$ cat src/rtl/cpu_pkg.sv
// Shared definitions for the fetch/decode/control stage and the datapath.
// Holds opcode/funct encodings, ALU operation codes (shared with the alu),
// FSM state encoding and the instruction-class enum.
package cpu_pkg;
  localparam logic [6:0] OP_RTYPE = 7'b0110011;
  localparam logic [6:0] OP_IMM   = 7'b0010011;
  localparam logic [6:0] OP_LOAD  = 7'b0000011;
  localparam logic [6:0] OP_STORE = 7'b0100011;

  localparam logic [2:0] F3_ADD_SUB = 3'b000;
  localparam logic [2:0] F3_AND     = 3'b111;
  localparam logic [2:0] F3_OR      = 3'b110;
  localparam logic [2:0] F3_XOR     = 3'b100;
  localparam logic [2:0] F3_DOUBLE  = 3'b011;  // LD / SD width

  localparam logic [6:0] F7_BASE = 7'b0000000;
  localparam logic [6:0] F7_ALT  = 7'b0100000;  // selects SUB

  typedef enum logic [2:0] {
    ALU_ADD = 3'b000,
    ALU_SUB = 3'b001,
    ALU_AND = 3'b010,
    ALU_OR  = 3'b011,
    ALU_XOR = 3'b100
  } alu_op_e;

  typedef enum logic [2:0] {
    S_FETCH, S_DECODE, S_EXECUTE, S_MEM, S_WB
  } state_e;

  typedef enum logic [2:0] {
    IC_R, IC_I, IC_LOAD, IC_STORE, IC_ILLEGAL
  } iclass_e;
endpackage

$ cat src/rtl/control_unit_if.sv
// Bus between the control unit and its neighbours: instruction fetch
// handshake plus the datapath control lines.
//   master: control unit (drives fetch request and controls, receives imem data)
//   slave : imem / datapath side
interface control_unit_if #(parameter int WORDSIZE = 64);
  logic [WORDSIZE-1:0] imem_addr;
  logic                imem_req;
  logic                imem_ready;
  logic [31:0]         imem_data;
  logic [4:0]          rf_addr_a;
  logic [4:0]          rf_addr_b;
  logic [4:0]          rf_write_addr;
  logic                rf_write_en;
  logic [11:0]         immediate;
  logic                mux_0_sel;
  logic                mux_1_sel;
  logic                mux_2_sel;
  logic [2:0]          alu_operation;
  logic                dm_write_en;
  logic                illegal_instr;

  modport master (
    output imem_addr, imem_req, rf_addr_a, rf_addr_b, rf_write_addr,
           rf_write_en, immediate, mux_0_sel, mux_1_sel, mux_2_sel,
           alu_operation, dm_write_en, illegal_instr,
    input  imem_ready, imem_data
  );

  modport slave (
    input  imem_addr, imem_req, rf_addr_a, rf_addr_b, rf_write_addr,
           rf_write_en, immediate, mux_0_sel, mux_1_sel, mux_2_sel,
           alu_operation, dm_write_en, illegal_instr,
    output imem_ready, imem_data
  );
endinterface

$ cat src/rtl/control_unit_instr_decoder.sv
// Purely combinational instruction decoder.
//   ir        : instruction register
//   iclass    : R / I / LOAD / STORE / ILLEGAL
//   rs1/rs2/rd: raw register fields
//   imm       : 12-bit immediate (I/LOAD form, STORE split form, 0 for R)
//   alu_op    : ALU operation
//   mux_0_sel : ALU B from immediate; mux_1_sel: writeback from data memory
module instr_decoder
  import cpu_pkg::*;
(
  input  logic [31:0] ir,
  output iclass_e     iclass,
  output logic [4:0]  rs1,
  output logic [4:0]  rs2,
  output logic [4:0]  rd,
  output logic [11:0] imm,
  output alu_op_e     alu_op,
  output logic        mux_0_sel,
  output logic        mux_1_sel
);
  logic [6:0] opcode, f7;
  logic [2:0] f3;

  assign opcode = ir[6:0];
  assign f3     = ir[14:12];
  assign f7     = ir[31:25];
  assign rs1    = ir[19:15];
  assign rs2    = ir[24:20];
  assign rd     = ir[11:7];

  always_comb begin
    iclass    = IC_ILLEGAL;
    imm       = '0;
    alu_op    = ALU_ADD;
    mux_0_sel = 1'b0;
    mux_1_sel = 1'b0;
    case (opcode)
      OP_RTYPE: begin
        iclass = IC_R;
        case ({f7, f3})
          {F7_BASE, F3_ADD_SUB}: alu_op = ALU_ADD;
          {F7_ALT,  F3_ADD_SUB}: alu_op = ALU_SUB;
          {F7_BASE, F3_AND}:     alu_op = ALU_AND;
          {F7_BASE, F3_OR}:      alu_op = ALU_OR;
          {F7_BASE, F3_XOR}:     alu_op = ALU_XOR;
          default:               iclass = IC_ILLEGAL;
        endcase
      end
      OP_IMM: if (f3 == F3_ADD_SUB) begin
        iclass    = IC_I;
        imm       = ir[31:20];
        mux_0_sel = 1'b1;
      end
      OP_LOAD: if (f3 == F3_DOUBLE) begin
        iclass    = IC_LOAD;
        imm       = ir[31:20];
        mux_0_sel = 1'b1;
        mux_1_sel = 1'b1;
      end
      OP_STORE: if (f3 == F3_DOUBLE) begin
        iclass    = IC_STORE;
        imm       = {ir[31:25], ir[11:7]};
        mux_0_sel = 1'b1;
      end
      default: iclass = IC_ILLEGAL;
    endcase
  end
endmodule

$ cat src/rtl/control_unit.sv
// Multi-cycle fetch/decode/control stage. Holds PC and IR, fetches over a
// ready handshake and sequences datapath controls through
// FETCH -> DECODE -> EXECUTE -> [MEM] -> [WB].
//   clk, rst : clock, synchronous active-high reset
//   bus      : fetch handshake + datapath control lines (master side)
module control_unit
  import cpu_pkg::*;
#(
  parameter int                  WORDSIZE = 64,
  parameter logic [WORDSIZE-1:0] RESET_PC = '0
) (
  input  logic            clk,
  input  logic            rst,
  control_unit_if.master  bus
);
  localparam logic [WORDSIZE-1:0] PC_STEP = WORDSIZE'(4);

  state_e              state_q, state_d;
  logic [WORDSIZE-1:0] pc_q, pc_d;
  logic [31:0]         ir_q, ir_d;

  iclass_e     iclass;
  logic [4:0]  rs1, rs2, rd;
  logic [11:0] imm;
  alu_op_e     alu_op;
  logic        m0, m1;

  instr_decoder u_dec (
    .ir(ir_q), .iclass(iclass), .rs1(rs1), .rs2(rs2), .rd(rd), .imm(imm),
    .alu_op(alu_op), .mux_0_sel(m0), .mux_1_sel(m1)
  );

  always_comb begin
    state_d = state_q;
    pc_d    = pc_q;
    ir_d    = ir_q;
    case (state_q)
      S_FETCH: if (bus.imem_ready) begin
        ir_d    = bus.imem_data;
        state_d = S_DECODE;
      end
      S_DECODE: begin
        if (iclass == IC_ILLEGAL) begin
          pc_d    = pc_q + PC_STEP;
          state_d = S_FETCH;
        end else begin
          state_d = S_EXECUTE;
        end
      end
      S_EXECUTE: state_d = (iclass == IC_LOAD || iclass == IC_STORE) ? S_MEM : S_WB;
      S_MEM: begin
        // Stores retire here; loads need WB for the synchronous read data.
        if (iclass == IC_STORE) begin
          pc_d    = pc_q + PC_STEP;
          state_d = S_FETCH;
        end else begin
          state_d = S_WB;
        end
      end
      S_WB: begin
        pc_d    = pc_q + PC_STEP;
        state_d = S_FETCH;
      end
      default: state_d = S_FETCH;
    endcase
  end

  always_ff @(posedge clk) begin
    if (rst) begin
      state_q <= S_FETCH;
      pc_q    <= RESET_PC;
      ir_q    <= '0;
    end else begin
      state_q <= state_d;
      pc_q    <= pc_d;
      ir_q    <= ir_d;
    end
  end

  // Outputs derive only from registered state; rst gates them all so a
  // strobe in flight is dropped in the same cycle reset arrives.
  logic active, fields_on;
  assign active    = !rst;
  assign fields_on = active && (state_q == S_EXECUTE || state_q == S_MEM || state_q == S_WB);

  assign bus.imem_req      = active && (state_q == S_FETCH);
  assign bus.imem_addr     = active ? pc_q : '0;
  assign bus.rf_addr_a     = fields_on ? rs1 : '0;
  assign bus.rf_addr_b     = fields_on ? rs2 : '0;
  assign bus.rf_write_addr = fields_on ? rd  : '0;
  assign bus.immediate     = fields_on ? imm : '0;
  assign bus.mux_0_sel     = fields_on && m0;
  assign bus.mux_1_sel     = fields_on && m1;
  assign bus.mux_2_sel     = 1'b0;
  assign bus.alu_operation = fields_on ? alu_op : 3'b000;
  assign bus.rf_write_en   = active && (state_q == S_WB) && (rd != 5'd0);
  assign bus.dm_write_en   = active && (state_q == S_MEM) && (iclass == IC_STORE);
  assign bus.illegal_instr = active && (state_q == S_DECODE) && (iclass == IC_ILLEGAL);
endmodule

$ cat src/flat_wrapper.sv
// flat-port wrapper written by rule: the top's interface ports become plain ports
module control_unit_flat import cpu_pkg::*;
#(
  parameter int                  WORDSIZE = 64,
  parameter logic [WORDSIZE-1:0] RESET_PC = '0
)
  (clk, rst, bus_imem_addr, bus_imem_req, bus_rf_addr_a, bus_rf_addr_b, bus_rf_write_addr, bus_rf_write_en, bus_immediate, bus_mux_0_sel, bus_mux_1_sel, bus_mux_2_sel, bus_alu_operation, bus_dm_write_en, bus_illegal_instr, bus_imem_ready, bus_imem_data);
  control_unit_if #(.WORDSIZE(WORDSIZE)) bus_i ();
  input  logic clk;
  input  logic rst;
  output wire logic [$bits(bus_i.imem_addr)-1:0] bus_imem_addr;
  output wire logic [$bits(bus_i.imem_req)-1:0] bus_imem_req;
  output wire logic [$bits(bus_i.rf_addr_a)-1:0] bus_rf_addr_a;
  output wire logic [$bits(bus_i.rf_addr_b)-1:0] bus_rf_addr_b;
  output wire logic [$bits(bus_i.rf_write_addr)-1:0] bus_rf_write_addr;
  output wire logic [$bits(bus_i.rf_write_en)-1:0] bus_rf_write_en;
  output wire logic [$bits(bus_i.immediate)-1:0] bus_immediate;
  output wire logic [$bits(bus_i.mux_0_sel)-1:0] bus_mux_0_sel;
  output wire logic [$bits(bus_i.mux_1_sel)-1:0] bus_mux_1_sel;
  output wire logic [$bits(bus_i.mux_2_sel)-1:0] bus_mux_2_sel;
  output wire logic [$bits(bus_i.alu_operation)-1:0] bus_alu_operation;
  output wire logic [$bits(bus_i.dm_write_en)-1:0] bus_dm_write_en;
  output wire logic [$bits(bus_i.illegal_instr)-1:0] bus_illegal_instr;
  input wire logic [$bits(bus_i.imem_ready)-1:0] bus_imem_ready;
  input wire logic [$bits(bus_i.imem_data)-1:0] bus_imem_data;
  assign bus_imem_addr = bus_i.imem_addr;
  assign bus_imem_req = bus_i.imem_req;
  assign bus_rf_addr_a = bus_i.rf_addr_a;
  assign bus_rf_addr_b = bus_i.rf_addr_b;
  assign bus_rf_write_addr = bus_i.rf_write_addr;
  assign bus_rf_write_en = bus_i.rf_write_en;
  assign bus_immediate = bus_i.immediate;
  assign bus_mux_0_sel = bus_i.mux_0_sel;
  assign bus_mux_1_sel = bus_i.mux_1_sel;
  assign bus_mux_2_sel = bus_i.mux_2_sel;
  assign bus_alu_operation = bus_i.alu_operation;
  assign bus_dm_write_en = bus_i.dm_write_en;
  assign bus_illegal_instr = bus_i.illegal_instr;
  assign bus_i.imem_ready = bus_imem_ready;
  assign bus_i.imem_data = bus_imem_data;
  control_unit #(.WORDSIZE(WORDSIZE), .RESET_PC(RESET_PC)) u_core (.clk(clk), .rst(rst), .bus(bus_i));
endmodule
$ cat config.mk
export PLATFORM = sky130hd
export DESIGN_NAME = control_unit_flat
export DESIGN_NICKNAME = d
export VERILOG_FILES = /design/src/rtl/cpu_pkg.sv /design/src/rtl/control_unit_if.sv /design/src/rtl/control_unit_instr_decoder.sv /design/src/rtl/control_unit.sv /design/src/flat_wrapper.sv
export SDC_FILE = /design/constraint.sdc
export NUM_CORES = 1
export LEC_CHECK = 0
export BUFFER_PORTS_ARGS = -buffer_cell sky130_fd_sc_hd__buf_2
export CORE_ASPECT_RATIO = 1.25
export CORE_MARGIN = 1.5
export CORE_UTILIZATION = 58
export CTS_CLUSTER_DIAMETER = 100
export DETAILED_ROUTE_END_ITERATION = 16
export HOLD_SLACK_MARGIN = 0.05
export PLACE_DENSITY = 0.85
export SYNTH_ARGS = -nofsm -noshare
export SYNTH_HDL_FRONTEND = slang
export SYNTH_SLANG_ARGS = --single-unit
$ cat constraint.sdc
create_clock -name clk -period 5.75 [get_ports clk]
set_clock_uncertainty 0.2 [all_clocks]
set_input_delay 0.575 -clock clk [delete_from_list [all_inputs] [get_ports clk]]
set_output_delay 0.575 -clock clk [all_outputs]
set_load 0.05 [all_outputs]
Word-level counts from Yosys, hierarchy flattened
Index checks and enable logic that the tools add are counted.
Operators by class
  add/subtract/negate cells: 1
  mux-type cells: 29
  reductions and logical operators: 23
  equality and inequality tests: 19
Operators by type and width (count)
  $mux 64: 3
  $pmux 64 s3: 1
  $add 64x3->64 const B: 1
  $mux 12: 4
  $pmux 12 s3: 1
  $pmux 3 s4: 3
  $eq 10x3->1 const B: 3
  $mux 3: 9
  $eq 3x2->1 const B: 5
  $mux 5: 3
  $eq 7x6->1 const B: 2
  $eq 10x9->1 const B: 1
  $logic_and 1x1->1: 10
  $logic_not 10->1: 1
  $eq 7x2->1 const B: 1
  $eq 7x5->1 const B: 1
  $eq 3x3->1 const B: 2
  $logic_not 3->1: 2
  $reduce_bool 5->1: 1
  $reduce_or 5->1: 1
  $ne 2x1->1 const B: 2
  $eq 3x1->1 const B: 1
  $logic_or 1x1->1: 3
  $mux 1: 3
  other kinds (8): 8
Word-level totals
  logic and storage cells: 75
  register bits: 99

Logic depth before layout (Yosys ltp)
Gate-level depths: netlist of run 1.
  depth in word-level cells: 8
  mapped depth: 9

Modules after synthesis
From an unflattened synthesis of run 1, not the netlist that was laid out.
Second synthesis, totals
  cell total of the unflattened synthesis: 727
  area total of the unflattened synthesis: 5521.5 um^2
Modules (own cells, without submodules)
  control_unit: instances 1, cells an instance 661, seq. area each 1941.9 um^2, area each 5099.9 um^2
  instr_decoder: instances 1, cells an instance 66, seq. area each 0.0 um^2, area each 421.7 um^2

Worst setup path before layout of run 1
No wires, ideal clock.
  kind: register to output
  start point: register u_core.state_q[1]
  end point: output bus_immediate[10]
  slack: 2169 ps
  arrival: 2806 ps
  cell stages (with the launch flop): 8
  data required time: 4975 ps
  path through: dfxtp_1 clkbuf_1 inv_1 mux2_2 nor2_1 nand3_1 a211oi_2 and2_1
Between the ends
  word-level cells in the longest chain between the ends: 5
  elaborated cells between the ends (all ways): 7
  classes of those cells: 3 x eq/ne; 1 x mux; 3 x reduce/logical
RTL lines
  from (decl): line control_unit.sv:18  | state_e state_q, state_d;
  from (signal assigned): line control_unit.sv:74  | state_q <= state_d;
  $eq 3x2->1: line control_unit.sv:84  | assign fields_on = active && (state_q == S_EXECUTE || state_q == S_MEM || state_q == S_WB);
  $logic_or 1x1->1: line control_unit.sv:84
  $logic_or 1x1->1 (*): line control_unit.sv:84
  $logic_and 1x1->1 (*): line control_unit.sv:84
  $mux 12 (*): line control_unit.sv:91  | assign bus.immediate = fields_on ? imm : '0;
  to (decl): line flat_wrapper.sv:17  | output wire logic [$bits(bus_i.immediate)-1:0] bus_immediate;
Every way passes the cells marked *; elsewhere a longest branch is shown, timed or not.

Worst setup path after layout of run 1
  start point: register u_core.state_q[2]
  end point: output bus_immediate[6]
Same word-level chain as after synthesis.

==> summary.txt, run 1 <==
Mux cell area share after synthesis: 2.94%
Endpoints failing setup: 0
Antenna violations before repair: 0
Resized cells post-CTS: 0
IO buf count: 132
Detailed Routing Iterations Pass 1: 5
Status: complete, no violations
Max Cap Violations: 0
Crit end category: primary output
Reg2reg end: u_core.pc_q[58]
Total Power: 1.17 mW
Gr busiest metal: met2
RR Startpoint: u_core.ir_q[13]
DRC: 0
Total gr overflow: 0
Core ar.: 0.00880 mm²
Clock Pin Slew Worst Setup and Hold Paths: 80 ps
Post-synth EDFFs: 0
Wire per inst: 14.6 µm
RSZ-0062 raised after global routing: false
Crit path required time: 4970 ps
Worst Hold Class: input pin to flip-flop
Seq cells post-synth: 97
Commonest cells after routing, fill and taps aside: buf_2, dfxtp_1, nand2_1, nor2_1, a21oi_1
Fill cells: 746
Mean Syn Cell Area: 7.63 µm²
Die W: 88.6 µm
Num rows: 38
Synth top area share: 36.5%
Vias in the first global route: 4729
CP Launch Type: flip-flop
First-pass GRT wire length: 21500 µm
Synth Cell Area: 0.00532 mm²
Root Buffer: clkbuf_8
Max Slew Vio Count: 0
Clock latency on the worst-skew pair: 380 ps
Initial Utilization: 60.4%
Post-synthesis async set-or-reset flop share: 0%
Compound-Gate Fraction of Synth Area: 9.44%
Worst hold endpoint: u_core.ir_q[7]
H-Tree Depth: 3
Die area: 0.00975 mm²
Cts bufs inserted: 9
Biggest area consumer among synthesized cells: dfxtp_1
Yosys cell types: 50
WL final: 13400 µm
# hold bufs at CTS: 0
Xor-xnor portion of the synthesized cell area: 4.78%
Fin. Hold Viols: 0
M1 GR Usage: 32.9%
M3 GR Usage: 5.73%
Layout cells sized above 1: 21.3%
Diodes inserted: 0
Pwr/cell area: 192 mW/mm²
Worst slew pin tran: 1160 ps
Largest net degree at the start of global routing: 95
Tot GR Track Use: 27.9%
Simple-Gate Fraction of Synth Area: 41.2%
Peak Freq: 241 MHz
Num Clock Sinks: 97
VDD IR-drop max: 148 µV
Post-DP HPWL: 9550 µm
YS warnings: 0
Setup slack, reg-to-reg: 2610 ps
Crit-path max FO: 18
Detailed Route Iter0 Violations: 356
Largest family of logic cells by synthesized area: simple AND/OR/NAND/NOR gates
Post-Synthesis Cells: 697
CTS tree: done
# IOs: 136
Gpl congestion: 0.848
Setup tns final: 0 ps
Vias: 5305
Ys flop type: dfxtp_1
Post-CTS Setup Bufs: 0
Worst Path Class, Setup: flip-flop to primary output
Final min period: 4140 ps
Area grow syn2layout: 14.9%
Routed Antenna Nets: 0
Met2 Resource Use GR: 48.6%
Largest cells by area after synthesis: dfxtp_1, nand2_1, nor2b_1, nor2_1, a21oi_1
Fin nets: 836
Fin crit share: 72.1%
Proportion of synthesized chip area in sequential cells: 36.5%
Die Y: 110 µm
HP Start: bus_imem_data[7]
Min Hold Slack: 230 ps
R2R depth: 6
P_leak: 2.43 nW
Slew HR: 22.4%
Routed vias/inst: 5.75
Worst EP arrival: 3370 ps
Most common cell after layout, fill and taps aside: buf_2
Synth Area in Adders: 0.235%
Hold Path Depth: 3
Clock buffer depth: 2
==> cell type report <==
cell class / count / area (µm²) / share of cell area (%)
tap: 120 / 150 / 2.46
sequential: 97 / 1940 / 31.8
clock inverter: 1 / 5.00 / 0.0820
inverter: 14 / 52.6 / 0.861
timing repair buffer: 134 / 678 / 11.1
multi-input combinational: 544 / 3130 / 51.3
clock buffer: 12 / 145 / 2.38
==> synth_stat cells (2+ instances only) <==
master,instances
nor3_1,15
nor4b_1,2
nor4_1,28
xnor2_1,22
a21oi_1,53
mux2_1,4
inv_1,14
nor4_4,2
nand4_2,3
and3_1,5
buf_2,4
or4_1,9
a21o_1,3
clkbuf_1,31
nand3_1,35
and2_1,28
nor2b_1,52
o21ai_0,17
and4_1,6
mux2_2,9
nor4_2,2
nand2_1,94
a31o_2,2
or3_1,16
nand2b_1,3
dfxtp_1,97
buf_4,8
a22oi_1,5
xor2_1,7
nor2_1,80
nand4_1,22
==> registers in the layout (all words and copies together) (netlist names) <==
name            flops
u_core.state_q      3
u_core.ir_q        32
u_core.pc_q        62
==> per-layer routing <==
metal	vias up	wire length, µm
li1	2606	-
met1	2459	5420
met2	218	6850
met3	22	897
met4	0	276
met5	-	0
==> worst max-delay path by stage <==
stage                      startpoint                end  slack [ps]  cells after the start
floorplan           u_core.state_q[1]  bus_immediate[10]        2170                      7
global placement                  rst   bus_immediate[8]        2040                      6
detailed placement                rst   bus_immediate[6]        1890                      6
CTS                 u_core.state_q[2]   bus_immediate[6]        1620                      7
global route        u_core.state_q[2]   bus_immediate[6]        1320                      7
finish              u_core.state_q[2]   bus_immediate[6]        1610                      7
==> cells by family (layout without fill, tap and decap cells) <==
group	Yosys count	count (layout)
flip-flops	97	97
other	1	3
adder cells (fa/ha/maj)	1	1
XOR/XNOR	29	29
buffers and inverters	58	161
AND/OR/NAND/NOR	409	409
AO/OA/AOI/OAI	88	88
multiplexers	14	14
==> per-stage QoR <==
| stage | cells | instance area (µm²) | util [%] | worst slack, ps |
|---|---|---|---|---|
| 2_1_floorplan | 699 | 5320 | - | 2170 |
| 3_3_place_gp | 909 | 5960 | 67.7 | 2040 |
| 3_5_place_dp | 909 | 5960 | 67.7 | 1890 |
| 4_1_cts | 922 | 6110 | 69.4 | 1620 |
| 5_1_grt | 922 | 6110 | 69.4 | 1320 |
| 6_report | 922 | 6110 | 69.4 | 1610 |
==> worst max-delay path: stages (launching register included) <==
cell and delay, ps:
dfxtp_1 520, nand2b_1 170, mux2_2 300, nor2_1 650
nand3_1 430, a211oi_2 480, and2_1 190, buf_2 260
==> report_power, final <==
part           total (mW)  internal [mW]  switching (mW)
clock               0.387          0.162           0.225
combinational      0.0853         0.0274          0.0579
sequential          0.702          0.685          0.0162
total                1.17          0.875           0.299
Power figures use the tool's default switching activity.
==> run 2: changes to the inputs <==
Settings changed: CORE_UTILIZATION 58 to 54, PLACE_DENSITY 0.85 to 0.8.
Clock period 5.75 ns to 4.03 ns, I/O delays scaled along.
==> summary.txt, run 2 (synthesis results as in run 1) <==
Worst Path Class, Setup: flip-flop to primary output (unchanged)
Crit end category: primary output (unchanged)
DRC: 0 (unchanged)
Layout cells sized above 1: 21.9% (was 21.3%)
Fin. Hold Viols: 0 (unchanged)
P_leak: 2.51 nW (was 2.43 nW)
Die Y: 114 µm (was 110 µm)
Commonest cells after routing, fill and taps aside: buf_2, dfxtp_1, nand2_1, nor2_1, a21oi_1 (unchanged)
Routed Antenna Nets: 0 (unchanged)
Resized cells post-CTS: 0 (unchanged)
Clock buffer depth: 2 (unchanged)
Cts bufs inserted: 9 (unchanged)
Crit-path cells: nand2b_1, mux2_2, nor2_1, nand3_1, a211oi_2, and2_1, buf_2 (unchanged)
Most common cell after layout, fill and taps aside: buf_2 (unchanged)
Routed vias/inst: 5.68 (was 5.75)
Crit-path max FO: 10 (was 18)
Detailed Routing Iterations Pass 1: 5 (unchanged)
Clock latency on the worst-skew pair: 350 ps (was 380 ps)
Diodes inserted: 0 (unchanged)
Post-CTS Setup Bufs: 0 (unchanged)
Antenna violations before repair: 0 (unchanged)
Max FFs per register: 62 (unchanged)
Die area: 0.0105 mm² (was 0.00975 mm²)
Worst slew pin tran: 1170 ps (was 1160 ps)
Top Registers: u_core.pc_q x62, u_core.ir_q x32, u_core.state_q x3 (unchanged)
Max Slew Vio Count: 0 (unchanged)
# IOs: 136 (unchanged)
Slew HR: 22.0% (was 22.4%)
Pwr/cell area: 314 mW/mm² (was 192 mW/mm²)
Detailed Route Iter0 Violations: 265 (was 356)
Root Buffer: clkbuf_16 (was clkbuf_8)
Fill cells: 861 (was 746)
Tot GR Track Use: 26.5% (was 27.9%)
Fin crit share: 80.2%
Num rows: 40 (was 38)
WL final: 13800 µm (was 13400 µm)
Num Clock Sinks: 97 (unchanged)
Post-route insts no fill: 934 (was 922)
Setup tns final: 0 ps (unchanged)
RSZ-0062 raised after global routing: false (unchanged)
Core ar.: 0.00961 mm² (was 0.00880 mm²)
Wire per inst: 14.8 µm (was 14.6 µm)
Final min period: 3230 ps
Initial Utilization: 55.3% (was 60.4%)
Largest reg by FF count: u_core.pc_q (unchanged)
IO buf count: 132 (unchanged)
Placed Cells: 918 (was 909)
Crit path required time: 3430 ps (was 4970 ps)
CP Launch Type: flip-flop (unchanged)
CTS tree: done (unchanged)
Clock Pin Slew Worst Setup and Hold Paths: 60 ps (was 80 ps)
First-pass GRT wire length: 22600 µm (was 21500 µm)
Gpl congestion: 0.882 (was 0.848)
Final core occ: 65.4% (was 69.4%)
Status: complete, no violations (unchanged)
Max Cap Violations: 0 (unchanged)
H-Tree Depth: 3 (unchanged)
Vias: 5303 (was 5305)
Vias in the first global route: 5005 (was 4729)
# hold bufs at CTS: 0 (unchanged)
Worst Hold Class: input pin to flip-flop (unchanged)
Slowest Stage Delay on Critical Path: 520 ps (was 650 ps)
Fin nets: 839 (was 836)
Largest net degree at the start of global routing: 75 (was 95)
Slowest stage cell, crit path: a211oi_2 (was nor2_1)
Total gr overflow: 0 (unchanged)
Worst EP arrival: 2630 ps (was 3370 ps)
Peak Freq: 309 MHz
Area grow syn2layout: 18.1% (was 14.9%)
Post-DP HPWL: 9870 µm (was 9550 µm)
Die W: 91.7 µm (was 88.6 µm)
VDD IR-drop max: 220 µV (was 148 µV)
Endpoints failing setup: 0 (unchanged)
[run 2: layer usage]
layer | GRT usage (%) | vias to the layer above | share of wire, %
met1 | 31.0 | 2455 | 41
met4 | 9.03 | 0 | 1.9
met5 | 0 | - | 0
li1 | - | 2628 | -
met2 | 47.6 | 190 | 50
met3 | 5.87 | 30 | 6.7
[run 2: final cells by class]
class,count,area [µm²],share of cell area [%]
clock inverter,1,7.51,0.120
sequential,97,1940,30.9
inverter,14,52.6,0.837
tap,126,158,2.51
multi-input combinational,544,3130,49.9
clock buffer,15,288,4.58
timing repair buffer,137,701,11.2
[run 2: path summary, 6_finish.rpt]
path	startpoint	endpoint	slack, ps	depth (start not counted)
max	u_core.state_q[2]	bus_immediate[11]	800	7
min	bus_imem_data[11]	u_core.ir_q[11]	90	3
max reg2reg	u_core.ir_q[13]	u_core.pc_q[62]	920	6
min reg2reg	u_core.ir_q[18]	u_core.ir_q[18]	260	2
[run 2: per-stage QoR]
| step | setup slack [ps] | area, µm² | power, mW | hold slack [ps] |
|---|---|---|---|---|
| finish | 797 | 6280 | 1.97 | 93.8 |
| global route | 587 | 6280 | 2.04 | 104 |
| CTS | 805 | 6280 | 1.98 | 93.7 |
| detailed placement | 981 | 5990 | 1.15 | 246 |
| global placement | 1110 | 5990 | 1.14 | 239 |
| floorplan | 621 | 5320 | 1.11 | 232 |
[run 2: where the power goes]
part           internal, mW  switching (mW)
Combinational        0.0398          0.0845
Clock                 0.487           0.357
Sequential            0.979          0.0223
[run 2: critical path: cells and delay by family (launching register included)]
kind,cells,cell delay [ps]
mux,1,290
compound gates,1,520
simple gates,4,710
buf+inv,1,260
flops,1,500
==> run 3: changes to the inputs <==
Clock period 4.03 ns to 3.18 ns, I/O delays scaled along.
==> summary.txt, run 3 (synthesis results as in run 1) <==
Worst slew pin tran: 644 ps (was 1170 ps)
CP Launch Type: flip-flop (unchanged)
P_leak: 2.72 nW (was 2.51 nW)
Post-CTS Setup Bufs: 0 (unchanged)
Endpoints failing setup: 0 (unchanged)
Clock share of power: 46.3% (was 42.8%)
Max Cap Violations: 0 (unchanged)
Pwr/cell area: 405 mW/mm² (was 314 mW/mm²)
Placed Cells: 928 (was 918)
Max FFs per register: 62 (unchanged)
Final core occ: 70.2% (was 65.4%)
R2R depth: 6 (unchanged)
Routed Antenna Nets: 0 (unchanged)
FF/Latch Area: 0.00194 mm² (about the same)
Fill cells: 779 (was 861)
Clock latency on the worst-skew pair: 350 ps (about the same)
NetSw: 619 µW (was 463 µW)
Largest net degree at the start of global routing: 163 (was 75)
Total Power: 2.73 mW (was 1.97 mW)
IO buf count: 132 (unchanged)
Most common cell after layout, fill and taps aside: buf_2 (unchanged)
Int Pwr: 2.11 mW (was 1.51 mW)
Vias in the first global route: 5136 (was 5005)
Num Clock Sinks: 97 (unchanged)
H-Tree Depth: 3 (unchanged)
Die area: 0.0105 mm² (unchanged)
CTS tree: done (unchanged)
Wire per inst: 15.4 µm (was 14.8 µm)
Commonest cells after routing, fill and taps aside: buf_2, dfxtp_1, nand2_1, nor2_1, a21oi_1 (unchanged)
Tot GR Track Use: 28.5% (was 26.5%)
Met2 Resource Use GR: 50.8% (was 47.6%)
Fin crit share: 94.2%
Gpl congestion: 0.856 (was 0.882)
VDD IR-drop max: 305 µV (was 220 µV)
Die Y: 114 µm (unchanged)
WL final: 15000 µm (was 13800 µm)
Comb power frac: 7.2% (was 6.3%)
Worst EP arrival: 2480 ps (was 2630 ps)
M3 GR Usage: 4.53% (was 5.87%)
Layout cells sized above 1: 22.4% (was 21.9%)
Sw Share: 22.7% (was 23.5%)
Antenna violations before repair: 0 (unchanged)
Cts bufs inserted: 9 (unchanged)
Post-route insts no fill: 975 (was 934)
Diodes inserted: 0 (unchanged)
Root Buffer: clkbuf_16 (unchanged)
First-pass GRT wire length: 23900 µm (was 22600 µm)
Status: complete, no violations (unchanged)
Top Registers: u_core.pc_q x62, u_core.ir_q x32, u_core.state_q x3 (unchanged)
Reg2reg end: u_core.pc_q[30] (was u_core.pc_q[62])
Vias: 5526 (was 5303)
Multi-input gate area: 0.00315 mm² (was 0.00313 mm²)
HP Start: bus_imem_data[13] (was bus_imem_data[11])
RR Startpoint: u_core.ir_q[5] (was u_core.ir_q[13])
Core ar.: 0.00961 mm² (unchanged)
Worst Path Class, Setup: flip-flop to primary output (unchanged)
Detailed Route Iter0 Violations: 330 (was 265)
Die W: 91.7 µm (unchanged)
Worst Hold Class: input pin to flip-flop (unchanged)
Gr busiest metal: met2 (unchanged)
Num rows: 40 (unchanged)
Fin nets: 880 (was 839)
Setup slack, reg-to-reg: 320 ps (was 920 ps)
Slew HR: 56.7% (was 22.0%)
Clock Pin Slew Worst Setup and Hold Paths: 60 ps (about the same)
DRC: 0 (unchanged)
Seq pwr share: 46.5% (was 50.8%)
Clock buffer depth: 2 (unchanged)
Crit end category: primary output (unchanged)
Post-DP HPWL: 10100 µm (was 9870 µm)
Peak Freq: 334 MHz
Routed vias/inst: 5.67 (was 5.68)
M1 GR Usage: 33.3% (was 31.0%)
RSZ-0062 raised after global routing: true (was false)
Crit-path max FO: 11 (was 10)
Detailed Routing Iterations Pass 1: 5 (unchanged)
Initial Utilization: 55.3% (unchanged)
Crit path required time: 2660 ps (was 3430 ps)
# IOs: 136 (unchanged)
Max Slew Vio Count: 0 (unchanged)
Final min period: 3000 ps
Area grow syn2layout: 26.8% (was 18.1%)
Worst hold endpoint: u_core.ir_q[13] (was u_core.ir_q[11])
Hold Path Depth: 3 (unchanged)
Largest reg by FF count: u_core.pc_q (unchanged)
Total gr overflow: 0 (unchanged)
Fin. Hold Viols: 0 (unchanged)
[run 3: worst max path at each step]
stage	end	from	cells past startpoint
final	bus_immediate[5]	u_core.state_q[0]	7
after global routing	bus_immediate[5]	u_core.state_q[0]	7
after CTS	bus_immediate[9]	u_core.state_q[2]	7
after detailed placement	u_core.pc_q[30]	u_core.ir_q[5]	6
after global placement	u_core.pc_q[30]	u_core.ir_q[5]	6
after floorplan	bus_immediate[10]	u_core.state_q[1]	7
[run 3: timing repair]
item | 4_1_cts | 5_1_grt
gates resized for setup | 0 | 2
setup endpoints to repair | 0 | 11
endpoints found under the hold margin | 31 | 0
hold buffers | 31 | 0
[run 3: area by class of cell]
type                            instances  share of cell area (%)
Clock buffer                           11                    3.60
Clock inverter                          5                    1.52
Inverter                               14                   0.779
Multi-Input combinational cell        544                    46.7
Sequential cell                        97                    28.8
Tap cell                              126                    2.34
Timing Repair Buffer                  178                    16.3
[run 3: power groups by stage]
stage | sequential, mW | clock, mW | combinational, mW
detailed placement | 1.30 | 0 | 0.161
global placement | 1.29 | 0 | 0.156
global route | 1.27 | 1.32 | 0.214
floorplan | 1.28 | 0 | 0.124
finish | 1.27 | 1.26 | 0.196
CTS | 1.27 | 1.27 | 0.191
[run 3: through the flow]
stage | hold WS [ps] | TNS (ps) | cell area [µm²] | setup WS, ps
2_1_floorplan | 232 | 0 | 5330 | 78.4
3_3_place_gp | 239 | 0 | 6080 | 370
3_5_place_dp | 246 | 0 | 6080 | 350
4_1_cts | 72.5 | 0 | 6740 | 116
5_1_grt | 69.2 | -21.1 | 6740 | -12.6
6_report | 72.3 | 0 | 6740 | 184
[run 3: worst max-delay path: stages, from the launching register on]
cell,delay [ps]
dfxtp_1,400
nand2b_1,240
mux2_2,280
nor2_1,120
nand3_1,250
a211oi_4,380
and2_1,200
buf_2,260
[run 3: metal layers]
metal | vias up | wire length, µm
li1 | 2711 | -
met1 | 2578 | 6020
met2 | 208 | 7620
met3 | 29 | 963
met4 | 0 | 373
met5 | - | 0
